--- config.mk ---
export PLATFORM = sky130hd
export DESIGN_NAME = axi_bank_delay
export DESIGN_NICKNAME = d
export VERILOG_FILES = /design/src/rtl/axi_delay_pkg.sv /design/src/rtl/axi_delay_bank_table.sv /design/src/rtl/axi_bank_delay.sv
export SDC_FILE = /design/constraint.sdc
export NUM_CORES = 1
export LEC_CHECK = 0
export ABC_CLOCK_PERIOD_IN_PS = 5370
export CAP_MARGIN = 20
export CORE_MARGIN = 1.5
export CORE_UTILIZATION = 55
export CTS_CLUSTER_DIAMETER = 80
export DETAILED_ROUTE_END_ITERATION = 6
export PLACE_DENSITY_LB_ADDON = 0.1
export SLEW_MARGIN = 10
export SYNTH_ARGS = -nofsm -noshare
export SYNTH_HDL_FRONTEND = slang
export SYNTH_SLANG_ARGS = --single-unit
--- constraint.sdc ---
create_clock -name clk -period 5.37 [get_ports clk]
set_clock_uncertainty 0.2 [all_clocks]
set_input_delay 0.537 -clock clk [delete_from_list [all_inputs] [get_ports clk]]
set_output_delay 0.537 -clock clk [all_outputs]
set_load 0.01 [all_outputs]
--- src/rtl/axi_delay_pkg.sv ---
// Shared types and field helpers for the per-bank AXI address-channel delay model.
// State encoding, transaction classes, and address-field / delay-range helpers.
package axi_delay_pkg;

   typedef enum logic [1:0] {
      ST_IDLE      = 2'd0,
      ST_COUNTDOWN = 2'd1,
      ST_ACTIVE    = 2'd2,
      ST_REFRESH   = 2'd3
   } state_t;

   typedef enum logic [1:0] {
      CLS_HIT      = 2'd0,
      CLS_MISS     = 2'd1,
      CLS_CONFLICT = 2'd2
   } cls_t;

   function automatic int row_lsb(input int page_off, input int bank_w);
      return page_off + bank_w;
   endfunction

   function automatic int row_width(input int addr_w, input int page_off, input int bank_w);
      return addr_w - page_off - bank_w;
   endfunction

   function automatic int max_delay(input int a, input int b, input int c, input int d);
      int m;
      m = a;
      if (b > m) m = b;
      if (c > m) m = c;
      if (d > m) m = d;
      return m;
   endfunction

endpackage

--- src/rtl/axi_delay_bank_table.sv ---
// Per-bank open-row table: combinational hit/miss/conflict lookup, single write port
// and a clear-all used when a refresh closes every bank.
module axi_delay_bank_table
   import axi_delay_pkg::*;
#(
   parameter int BANK_WIDTH = 2,
   parameter int ROW_WIDTH  = 8
) (
   input  logic                  clk,
   input  logic                  rst,
   input  logic                  clr_all,
   input  logic                  wr_en,
   input  logic [BANK_WIDTH-1:0] bank,
   input  logic [ROW_WIDTH-1:0]  row,
   output cls_t                  cls
);

   localparam int NUM_BANKS = 1 << BANK_WIDTH;

   logic [NUM_BANKS-1:0] open_vld_r;
   logic [ROW_WIDTH-1:0] open_row_r [NUM_BANKS];

   // Classify the addressed bank against its currently open row.
   always_comb begin
      cls = CLS_CONFLICT;
      if (!open_vld_r[bank]) begin
         cls = CLS_MISS;
      end else if (open_row_r[bank] == row) begin
         cls = CLS_HIT;
      end else begin
         cls = CLS_CONFLICT;
      end
   end

   // Open-row storage; clear-all only drops the valid bits.
   always_ff @(posedge clk) begin
      if (rst) begin
         open_vld_r <= '0;
         for (int i = 0; i < NUM_BANKS; i++) begin
            open_row_r[i] <= '0;
         end
      end else if (clr_all) begin
         open_vld_r <= '0;
      end else if (wr_en) begin
         open_vld_r[bank] <= 1'b1;
         open_row_r[bank] <= row;
      end
   end

endmodule

--- src/rtl/axi_bank_delay.sv ---
// DRAM-timing model for one AXI address channel: gates VALID/READY for a latency picked
// per bank (hit/miss/conflict) and inserts a periodic refresh that closes all banks.
module axi_bank_delay
   import axi_delay_pkg::*;
#(
   parameter int ADDR_WIDTH        = 16,
   parameter int PAGE_OFFSET_WIDTH = 6,
   parameter int BANK_WIDTH        = 2,
   parameter int DELAY_WIDTH       = 5,
   parameter int HIT_DELAY         = 5,
   parameter int MISS_DELAY        = 12,
   parameter int CONFLICT_DELAY    = 16,
   parameter int REFRESH_PERIOD    = 0,
   parameter int REFRESH_WIDTH     = 10,
   parameter int REFRESH_DELAY     = 8
) (
   input  logic                  clk,
   input  logic                  rst,
   input  logic                  in_valid,
   input  logic                  in_ready,
   input  logic [ADDR_WIDTH-1:0] in_addr,
   output logic                  out_valid,
   output logic                  out_ready,
   output logic                  evt_hit,
   output logic                  evt_miss,
   output logic                  evt_conflict,
   output logic                  refresh_busy
);

   localparam int ROW_WIDTH = row_width(ADDR_WIDTH, PAGE_OFFSET_WIDTH, BANK_WIDTH);
   localparam int ROW_LSB   = row_lsb(PAGE_OFFSET_WIDTH, BANK_WIDTH);
   localparam int MAX_DLY   = max_delay(HIT_DELAY, MISS_DELAY, CONFLICT_DELAY, REFRESH_DELAY);

   if (MAX_DLY > ((1 << DELAY_WIDTH) - 1)) begin : g_bad_delay_width
      $error("DELAY_WIDTH too narrow for the configured delays");
   end
   if (ROW_WIDTH < 1) begin : g_bad_row_width
      $error("address leaves no row bits above the bank field");
   end

   state_t                  state_r, state_nxt_s;
   logic [DELAY_WIDTH-1:0]  count_r, count_nxt_s, delay_s;
   logic                    evt_hit_r, evt_miss_r, evt_conflict_r;
   logic                    evt_hit_s, evt_miss_s, evt_conflict_s;
   logic                    wr_en_s, clr_all_s, refresh_done_s, refresh_pending_s;
   logic [BANK_WIDTH-1:0]   bank_s;
   logic [ROW_WIDTH-1:0]    row_s;
   logic                    unused_offset_s;
   cls_t                    cls_s;

   assign bank_s          = in_addr[PAGE_OFFSET_WIDTH +: BANK_WIDTH];
   assign row_s           = in_addr[ROW_LSB +: ROW_WIDTH];
   assign unused_offset_s = ^in_addr[PAGE_OFFSET_WIDTH-1:0];

   axi_delay_bank_table #(
      .BANK_WIDTH (BANK_WIDTH),
      .ROW_WIDTH  (ROW_WIDTH)
   ) u_bank_table (
      .clk     (clk),
      .rst     (rst),
      .clr_all (clr_all_s),
      .wr_en   (wr_en_s),
      .bank    (bank_s),
      .row     (row_s),
      .cls     (cls_s)
   );

   if (REFRESH_PERIOD > 0) begin : g_refresh
      logic [REFRESH_WIDTH-1:0] timer_r;
      logic                     pending_r;
      logic                     wrap_s;

      // A wrap in the same cycle counts as pending so refresh can start right away.
      assign wrap_s            = (timer_r == REFRESH_WIDTH'(REFRESH_PERIOD - 1));
      assign refresh_pending_s = pending_r | wrap_s;

      // Free-running interval timer and sticky pending flag.
      always_ff @(posedge clk) begin
         if (rst) begin
            timer_r   <= '0;
            pending_r <= 1'b0;
         end else begin
            timer_r <= wrap_s ? '0 : timer_r + REFRESH_WIDTH'(1);
            if (refresh_done_s) begin
               pending_r <= 1'b0;
            end else if (wrap_s) begin
               pending_r <= 1'b1;
            end
         end
      end
   end else begin : g_no_refresh
      logic unused_refresh_s;
      assign refresh_pending_s = 1'b0;
      assign unused_refresh_s  = refresh_done_s;
   end

   // Next-state, countdown load and classification events.
   always_comb begin
      state_nxt_s    = state_r;
      count_nxt_s    = count_r;
      delay_s        = '0;
      wr_en_s        = 1'b0;
      clr_all_s      = 1'b0;
      refresh_done_s = 1'b0;
      evt_hit_s      = 1'b0;
      evt_miss_s     = 1'b0;
      evt_conflict_s = 1'b0;
      case (state_r)
         ST_IDLE: begin
            if (refresh_pending_s) begin
               state_nxt_s = ST_REFRESH;
               count_nxt_s = DELAY_WIDTH'(REFRESH_DELAY);
            end else if (in_valid) begin
               wr_en_s = 1'b1;
               case (cls_s)
                  CLS_HIT: begin
                     evt_hit_s = 1'b1;
                     delay_s   = DELAY_WIDTH'(HIT_DELAY);
                  end
                  CLS_MISS: begin
                     evt_miss_s = 1'b1;
                     delay_s    = DELAY_WIDTH'(MISS_DELAY);
                  end
                  default: begin
                     evt_conflict_s = 1'b1;
                     delay_s        = DELAY_WIDTH'(CONFLICT_DELAY);
                  end
               endcase
               if (delay_s == '0) begin
                  state_nxt_s = ST_ACTIVE;
               end else begin
                  state_nxt_s = ST_COUNTDOWN;
                  count_nxt_s = delay_s;
               end
            end else begin
               state_nxt_s = ST_IDLE;
            end
         end
         ST_COUNTDOWN: begin
            if (count_r <= DELAY_WIDTH'(1)) begin
               state_nxt_s = ST_ACTIVE;
            end else begin
               count_nxt_s = count_r - DELAY_WIDTH'(1);
            end
         end
         ST_ACTIVE: begin
            if (in_valid && in_ready) begin
               state_nxt_s = ST_IDLE;
            end else begin
               state_nxt_s = ST_ACTIVE;
            end
         end
         ST_REFRESH: begin
            if (count_r <= DELAY_WIDTH'(1)) begin
               clr_all_s      = 1'b1;
               refresh_done_s = 1'b1;
               state_nxt_s    = ST_IDLE;
            end else begin
               count_nxt_s = count_r - DELAY_WIDTH'(1);
            end
         end
         default: begin
            state_nxt_s = ST_IDLE;
         end
      endcase
   end

   // State, countdown and event pulse registers.
   always_ff @(posedge clk) begin
      if (rst) begin
         state_r        <= ST_IDLE;
         count_r        <= '0;
         evt_hit_r      <= 1'b0;
         evt_miss_r     <= 1'b0;
         evt_conflict_r <= 1'b0;
      end else begin
         state_r        <= state_nxt_s;
         count_r        <= count_nxt_s;
         evt_hit_r      <= evt_hit_s;
         evt_miss_r     <= evt_miss_s;
         evt_conflict_r <= evt_conflict_s;
      end
   end

   assign out_valid    = (state_r == ST_ACTIVE) && in_valid;
   assign out_ready    = (state_r == ST_ACTIVE) && in_ready;
   assign refresh_busy = (state_r == ST_REFRESH);
   assign evt_hit      = evt_hit_r;
   assign evt_miss     = evt_miss_r;
   assign evt_conflict = evt_conflict_r;

endmodule

* Yosys cells after proc, flatten, opt, wreduce, memory -nomap -nowiden
Memories as Yosys holds them, arrays and structs flattened.
Index checks and enable logic that the tools add are counted.
** Storage, ports and cells
- Register bits :: 14
- Bits in writable memories :: 32
- Bits of input ports :: 20
- Output and inout bits :: 6
- Memories :: 1
** Cells by class
- $add $sub $neg :: 1
- Order comparisons :: 3
- Equality and inequality tests :: 10
- Multiplexer cells :: 35
- Bitwise operators :: 3
- Reduce and logical (&&, ||, !) cells :: 15
** Memories
- u_bank_table.open_row_r :: depth 4, width 8, read ports 1, clocked after Yosys merged registers in 0, wr ports 4, line axi_delay_bank_table.sv:21 : logic [ROW_WIDTH-1:0] open_row_r [NUM_BANKS];
** Operators by type and width (count)
- $mux 5 :: 5
- $pmux 5 s2 :: 2
- $mux 1 :: 16
- $mux 2 :: 8
- $eq 8x8->1 :: 1
- $mux 8 :: 1
- $ne 2x2->1 const B :: 4
- $pmux 2 s4 :: 1
- $reduce_or 8->1 :: 1
- $reduce_or 2->1 :: 3
- $le 5x1->1 const B :: 1
- $logic_not 5->1 :: 1
- $sub 5x1->5 const B :: 1
- $eq 2x1->1 const B :: 2
- $eq 2x2->1 const B :: 2
- $logic_and 1x1->1 :: 4
- $logic_not 2->1 :: 2
- $or 4x4->4 :: 1
- $reduce_and 4->1 :: 1
- $lt 2x3->1 const B :: 1
- $reduce_or 3->1 :: 1
- $bmux 1 s2 :: 1
- $demux 1 s2 :: 1
- $ge 2x1->1 const B :: 1
- 4 further kinds :: 5

* Logic depth before layout (Yosys ltp)
Gate-level depths: netlist of run 1.
An unclocked memory read counts as a cell.
- Depth after elaboration :: 12
- Gate-level depth with buffers :: 7
- Mapped depth without buffers :: 7

* Cells and area by module
Synthesis of run 1 repeated with hierarchy kept, for this count alone.
** Second synthesis, totals
- Cells, all modules :: 188
- Area total of the unflattened synthesis :: 2204.6 um^2
** Modules (own cells, without submodules)
- axi_delay_bank_table :: times used 1, cells an instance 122, area an instance 1644.1 um^2, seq. area each 1041.0 um^2
- axi_bank_delay :: times used 1, cells an instance 66, area an instance 560.5 um^2, seq. area each 200.2 um^2

* Worst setup path before layout of run 1
No wires, ideal clock.
- Kind :: in2reg
- From :: input in_addr[6]
- To :: register count_r[2]
- Setup time :: 0.122 ns
- Data arrival time :: 1.913 ns
- Data required time :: 5.048 ns
- Slack :: 3.135 ns
- Stages :: 7
- Path through :: buf_6 > buf_8 > mux4_2 > xnor2_1 > nand4_1 > nor2_2 > a221o_1
** On the way
- Word-level cells in the longest chain between the ends :: 11
- Elaborated cells on any way between the ends :: 17
** Ends and longest elaborated chain
- from (decl) :: line axi_bank_delay.sv:21 : input logic [ADDR_WIDTH-1:0] in_addr,
- $mem_v2 4x8
- $eq 8x8->1 :: line axi_delay_bank_table.sv:28 : end else if (open_row_r[bank] == row) begin
- $mux 2 :: line axi_delay_bank_table.sv:28
- $mux 2 (*) :: line axi_delay_bank_table.sv:26 : if (!open_vld_r[bank]) begin
- $eq 2x1->1 or $logic_not 2->1 (tied branches) :: line axi_bank_delay.sv:115 : case (cls_s)
- $pmux 5 s2 (*) :: line axi_bank_delay.sv:115
- $mux 5 (*) :: line axi_bank_delay.sv:113 : end else if (in_valid) begin
- $mux 5 (*) :: line axi_bank_delay.sv:108 : case (state_r)
- $logic_not 5->1 or $mux 5 (tied branches) :: line axi_bank_delay.sv:129 : if (delay_s == '0) begin
- $ne 2x2->1 (no source line) or $mux 5 (tied branches)
- $reduce_and 4->1 (no source line) or $pmux 5 s2 (tied branches)
- to (signal assigned) :: line axi_bank_delay.sv:178 : count_r <= count_nxt_s;
- to (decl) :: line axi_bank_delay.sv:42 : logic [DELAY_WIDTH-1:0] count_r, count_nxt_s, delay_s;
Every way passes the cells marked *; elsewhere a longest branch is shown, timed or not. The select of a mux whose other input is x is not followed.
A chain may end at the register's enable or synchronous reset.

* Worst setup path in the final report of run 1
Ends and elaborated chain as after synthesis.

==> results.tsv, run 1 <==
stage	metric	value	unit
clock_network	clockBufferDepth	2	
power_and_ir_drop	power.density	309	nW/um^2
floorplan	die_h	65.8	um
route	vias	1403	
layout	layout-drive-gt1-share	0.119	
route	avgRoutedWirePerCell	17.3	um
sta	min_period_over_period	0.538	
flow_run	drv_cap	0	
floorplan	dieArea	4330	sq um
sta	slew_violations	0	
synth	ys.warnings.count	0	
layout	diodes	0	
power_and_ir_drop	power_frac_seq	0.555	
clock_network	postCtsHoldBufs	0	
floorplan	die_w	65.8	um
placed_design	place_congestion	0.874	
route	drt_first_pass_iters	5	
sta	setup_tns	0	ns
grt	grt.total_usage	0.222	
synth	ys.flop_type	edfxtp_1	
grt	grt_pass1_vias	1379	
floorplan	num_rows	22	
layout	layout_common_cells	32 x edfxtp_1, 27 x and2_1, 19 x clkdlybuf4s50_1	
synth	synthesis.area	2170	sq um
synth	synthTopCellsByArea	edfxtp_1 44%, dfxtp_1 13%, mux4_2 9.3%	
route	drc	0	
grt	antenna_found_initial	0	
power_and_ir_drop	switching_share	0.262	
worst_setup_path	critPathRequiredTime	5.37	ns
route	antenna_left	0	
placed_design	place_inst	234	
worst_setup_path	path_class	input port to register	
sta	worst_pin_slew	0.840	ns
route	drtIter0Drc	138	
worst_setup_path	crit_chain	clkdlybuf4s50_1 -> mux4_2 -> xnor2_1 -> nand4_1 -> nor2_2 -> a221o_1	
sta	final_hold_viol_count	0	
layout	final_core_util	0.666	
synth	yosysTopAreaCellShare	0.443	
floorplan	io_pins	26	
grt	grt_max_degree	15	
clock_network	clock-sinks	46	
layout	design_area	2470	sq um
outcome	status	finished, final reports clean	
synth	synthArstFlopShare	0	
synth	syn_inst	171	
sta	maxClockFrequency	0.346	GHz
worst_hold_path	hp-class	register to register	
clock_network	clk_pin_slew	0.08	ns
worst_setup_path	worstPathArrival	2.89	ns
clock_network	cts-resized-gates	0	
placed_design	dp_hpwl	2.92	mm
worst_setup_path	cpPeakStageDelay	0.98	ns
sta	slew_headroom	0.436	
worst_setup_path	crit_fanout	14	
clock_network	clk_latency	0.30	ns
synth	yosysSeqAreaShare	0.572	
synth	synth.distinct_cells	36	
synth	synth_top_area_cell	edfxtp_1	
route	drt_wl_total	4.19	mm
worst_setup_path	cp_top_family	buffers and inverters	
power_and_ir_drop	p_int	0.564	mW
clock_network	post-cts-setup-buffer-count	0	
clock_network	htreeDepth	2	
power_and_ir_drop	combPwrFrac	0.177	
floorplan	start_util	0.584	
placed_design	port_buffers	19	
layout	nets	215	
placed_design	place_ws	2.08	ns
synth	ys_seq_elements	46	
sta	post-route-min-period	2.89	ns
grt	grt_pass1_wl	6.86	mm
clock_network	cts_inserted_buffers	5	
worst_setup_path	path_buf_inv	1	
clock_network	root_buffer	clkbuf_8	
layout	final_cells	242	
power_and_ir_drop	vdd_drop_max	0.000200	V
worst_setup_path	critPathCaptureType	register	
sta	setup_violations	0	
worst_setup_path	start_kind	input port	
worst_setup_path	slowest_stage	clkdlybuf4s50_1	
placed_design	dpl_cell_area	2390	sq um
power_and_ir_drop	p_leak	0.916	nW
floorplan	coreArea	3720	sq um
route	routed_via_density	5.80	
sta	setup_slack	2.48	ns
power_and_ir_drop	clock_power_share	0.267	
synth	syn_area_per_cell	12.7	sq um
synth	synth-edff-count	32	
sta	rsz0062_at_grt	no	
grt	gr-total-overflow	0	
clock_network	tritoncts	done	
layout	syn2layout_area_growth	14.1	%
synth	syn_nets	193	
power_and_ir_drop	p_switching	0.200	mW
layout	final_common_cell	edfxtp_1	
[logic make-up after synthesis]
kind of cell | Yosys count | synth area share
simple gates | 71 | 0.183
flops | 46 | 0.572
compound gates | 21 | 0.0635
buf+inv | 12 | 0.0300
mux | 11 | 0.103
xor+xnor | 8 | 0.0358
fa+ha+maj | 2 | 0.0115
[power by group through the flow]
stage | sequential (mW) | combinational (mW) | clock [mW]
after floorplan | 0.428 | 0.0947 | 0
after global placement | 0.431 | 0.130 | 0
after detailed placement | 0.433 | 0.135 | 0
after CTS | 0.425 | 0.136 | 0.204
after global routing | 0.428 | 0.149 | 0.218
final | 0.424 | 0.135 | 0.204
[final timing paths]
| path | startpoint | endpoint | slack [ns] | cells past startpoint |
|---|---|---|---|---|
| worst max-delay path | in_addr[6] | count_r[2] | 2.48 | 6 |
| worst min-delay path | u_bank_table.open_vld_r[0] | u_bank_table.open_vld_r[0] | 0.27 | 1 |
| worst max register to register | state_r[0] | u_bank_table.open_row_r[0][3] | 3.01 | 5 |
| worst min register to register | u_bank_table.open_vld_r[0] | u_bank_table.open_vld_r[0] | 0.27 | 1 |
[worst register-to-register path, cell delays in order, from the launching register on]
cell     delay [ns]
dfxtp_1        0.38
nor2_1         0.14
and2_1         0.41
nand2_1        0.19
nor3_1         0.68
and2_1         0.23
[cell type report]
type | count | area [sq um]
Multi-Input combinational cell | 113 | 862
Clock buffer | 8 | 80.1
Tap cell | 48 | 60.1
Fill cell | 295 | 1240
Timing Repair Buffer | 22 | 213
Sequential cell | 46 | 1240
Inverter | 5 | 18.8
[synthesized netlist by cell type, types with 2 or more instances]
| library cell | count |
|---|---|
| edfxtp_1 | 32 |
| and2_1 | 27 |
| dfxtp_1 | 14 |
| nor2_1 | 12 |
| and3_1 | 10 |
| mux4_2 | 9 |
| xnor2_1 | 7 |
| a21oi_1 | 6 |
| nand2_1 | 6 |
| nor3_1 | 6 |
| inv_1 | 5 |
| clkbuf_1 | 4 |
| o21a_1 | 4 |
| o21ai_0 | 4 |
| ha_1 | 2 |
| nand2b_1 | 2 |
| or3_1 | 2 |
[stage by stage]
stage / hold slack, ns / total power [mW]
detailed placement: 0.257 / 0.568
floorplan: 0.235 / 0.523
global route: 0.284 / 0.795
CTS: 0.275 / 0.765
global placement: 0.246 / 0.561
finish: 0.269 / 0.764
[layer usage]
layer	vias to the layer above	part of all wire	global-route usage
li1	668	-	-
met5	-	0	0
met3	7	0.038	0.0460
met4	0	0.018	0.0859
met2	26	0.52	0.371
met1	702	0.43	0.284
[flip-flops by register name (all words and copies together), names as in the netlist]
name / cells
u_bank_table.open_vld_r: 4
count_r: 5
evt_miss: 1
state_r: 2
evt_hit: 1
u_bank_table.open_row_r: 32
evt_conflict: 1
Note: power is estimated with default switching activity, not from simulation.
==> run 2: changes to the inputs <==
--- a/config.mk
+++ b/config.mk
@@ -5,7 +5,7 @@
 export SDC_FILE = /design/constraint.sdc
 export NUM_CORES = 1
 export LEC_CHECK = 0
-export ABC_CLOCK_PERIOD_IN_PS = 5370
+export ABC_CLOCK_PERIOD_IN_PS = 2800
 export CAP_MARGIN = 20
 export CORE_MARGIN = 1.5
 export CORE_UTILIZATION = 55
==> constraint.sdc (replaced) <==
create_clock -name clk -period 2.8 [get_ports clk]
set_clock_uncertainty 0.2 [all_clocks]
set_input_delay 0.28 -clock clk [delete_from_list [all_inputs] [get_ports clk]]
set_output_delay 0.28 -clock clk [all_outputs]
set_load 0.01 [all_outputs]
==> run 2 against run 1 <==
  * Largest cell class unchanged
  * Sequential power is 92% higher
  * Worst setup slack worse by 1.9 ns
  * Clock power is 100% higher
  * Worst hold slack hardly changed
  * Critical path type unchanged
==> results.tsv, run 2 (synthesis gave the netlist of run 1 again) <==
stage	metric	value	unit
sta	final_hold_viol_count	0	
grt	grt_max_degree	15	
sta	setup_violations	0	
route	drc	0	
clock_network	post-cts-setup-buffer-count	0	
floorplan	dieArea	4330	sq um
layout	final_cells	248	
clock_network	root_buffer	clkbuf_8	
grt	grt_pass1_wl	6.98	mm
sta	whs	0.270	ns
layout	fill_cells	295	
layout	nets	221	
floorplan	io_pins	26	
grt	grt_pass1_vias	1434	
route	routed_via_density	5.76	
floorplan	die_h	65.8	um
placed_design	dpl_cell_area	2450	sq um
layout	diodes	0	
layout	seqCellArea	1240	sq um
worst_setup_path	slowest_stage	clkdlybuf4s50_1	
sta	slew_violations	0	
route	vias	1428	
layout	final_common_cell	edfxtp_1	
layout	largestRegisters	u_bank_table.open_row_r: 32 flops, count_r: 5 flops, u_bank_table.open_vld_r: 4 flops	
flow_run	drv_cap	0	
clock_network	htreeDepth	2	
route	drt_wl_total	4.25	mm
worst_setup_path	crit_fanout	14	
worst_setup_path	cp_top_family	buffers and inverters	
clock_network	clk_pin_slew	0.08	ns
sta	setup_tns	0	ns
layout	layout-drive-gt1-share	0.155	
sta	worst_pin_slew	0.447	ns
sta	maxClockFrequency	0.448	GHz
clock_network	tritoncts	done	
worst_setup_path	cpPeakStageDelay	0.51	ns
grt	grt.total_usage	0.226	
route	drt_first_pass_iters	4	
power_and_ir_drop	p_leak	0.960	nW
worst_setup_path	start_kind	input port	
placed_design	place_inst	240	
grt	gr-total-overflow	0	
clock_network	postCtsHoldBufs	0	
clock_network	clk_latency	0.30	ns
sta	setup_slack	0.567	ns
worst_setup_path	path_buf_inv	2	
route	avgRoutedWirePerCell	17.1	um
worst_setup_path	critPathRequiredTime	2.80	ns
floorplan	start_util	0.584	
worst_setup_path	path_class	input port to register	
placed_design	place_congestion	0.869	
sta	slew_headroom	0.702	
sta	rsz0062_at_grt	no	
power_and_ir_drop	vdd_drop_max	0.000355	V
layout	design_area	2540	sq um
layout	final_core_util	0.685	
worst_setup_path	worstPathArrival	2.23	ns
route	antenna_left	0	
clock_network	cts-resized-gates	0	
layout	layout_common_cells	32 x edfxtp_1, 27 x and2_1, 19 x clkdlybuf4s50_1	
sta	min_period_over_period	0.798	
layout	largest_reg_flops	32	
floorplan	num_rows	22	
placed_design	place_ws	0.238	ns
layout	syn2layout_area_growth	17.3	%
placed_design	dp_hpwl	3.01	mm
placed_design	port_buffers	19	
clock_network	clock-sinks	46	
power_and_ir_drop	p_total	1.50	mW
floorplan	coreArea	3720	sq um
sta	post-route-min-period	2.23	ns
clock_network	clockBufferDepth	2	
worst_setup_path	crit_chain	clkdlybuf4s50_1 -> buf_12 -> mux4_2 -> xnor2_1 -> nand4_1 -> nor2_2 -> a221o_1	
clock_network	cts_inserted_buffers	5	
layout	top_register	u_bank_table.open_row_r	
grt	antenna_found_initial	0	
worst_setup_path	critPathCaptureType	register	
floorplan	die_w	65.8	um
outcome	status	finished, final reports clean	
power_and_ir_drop	power.density	589	nW/um^2
worst_hold_path	hp-class	register to register	
route	drtIter0Drc	124	
layout	multiInputGateArea	862	sq um
-- run 2: cell types whose count changed in the layout (fill, tap and decap cells not counted), sizes merged --
cell    delta
clkbuf     -1
buf        +6
clkinv     +1
-- run 2: worst paths after layout --
check,cells after the start,end,startpoint,slack [ns]
worst max-delay path,7,count_r[2],in_addr[6],0.57
worst min-delay path,1,u_bank_table.open_vld_r[3],u_bank_table.open_vld_r[3],0.27
worst max register to register,6,u_bank_table.open_row_r[0][7],state_r[0],0.85
worst min register to register,1,u_bank_table.open_vld_r[3],u_bank_table.open_vld_r[3],0.27
-- run 2: layout make-up --
cell class	instances	share of cell area
multi-input cells	113	0.339
clock inverters	1	0.00197
clock buffers	7	0.0339
flip-flops and latches	46	0.488
inverters	5	0.00738
well taps	48	0.0236
repair buffers	28	0.106
-- run 2: report_power, final --
part           total, mW  internal (mW)  switching, mW
Sequential         0.815          0.784         0.0308
Clock              0.416          0.199          0.217
Combinational      0.267          0.126          0.140
Total               1.50           1.11          0.388
-- run 2: per-layer routing --
metal,share of wire,track usage
met5,0,0
met4,0.017,0.0911
met3,0.053,0.0511
met2,0.51,0.369
met1,0.42,0.294
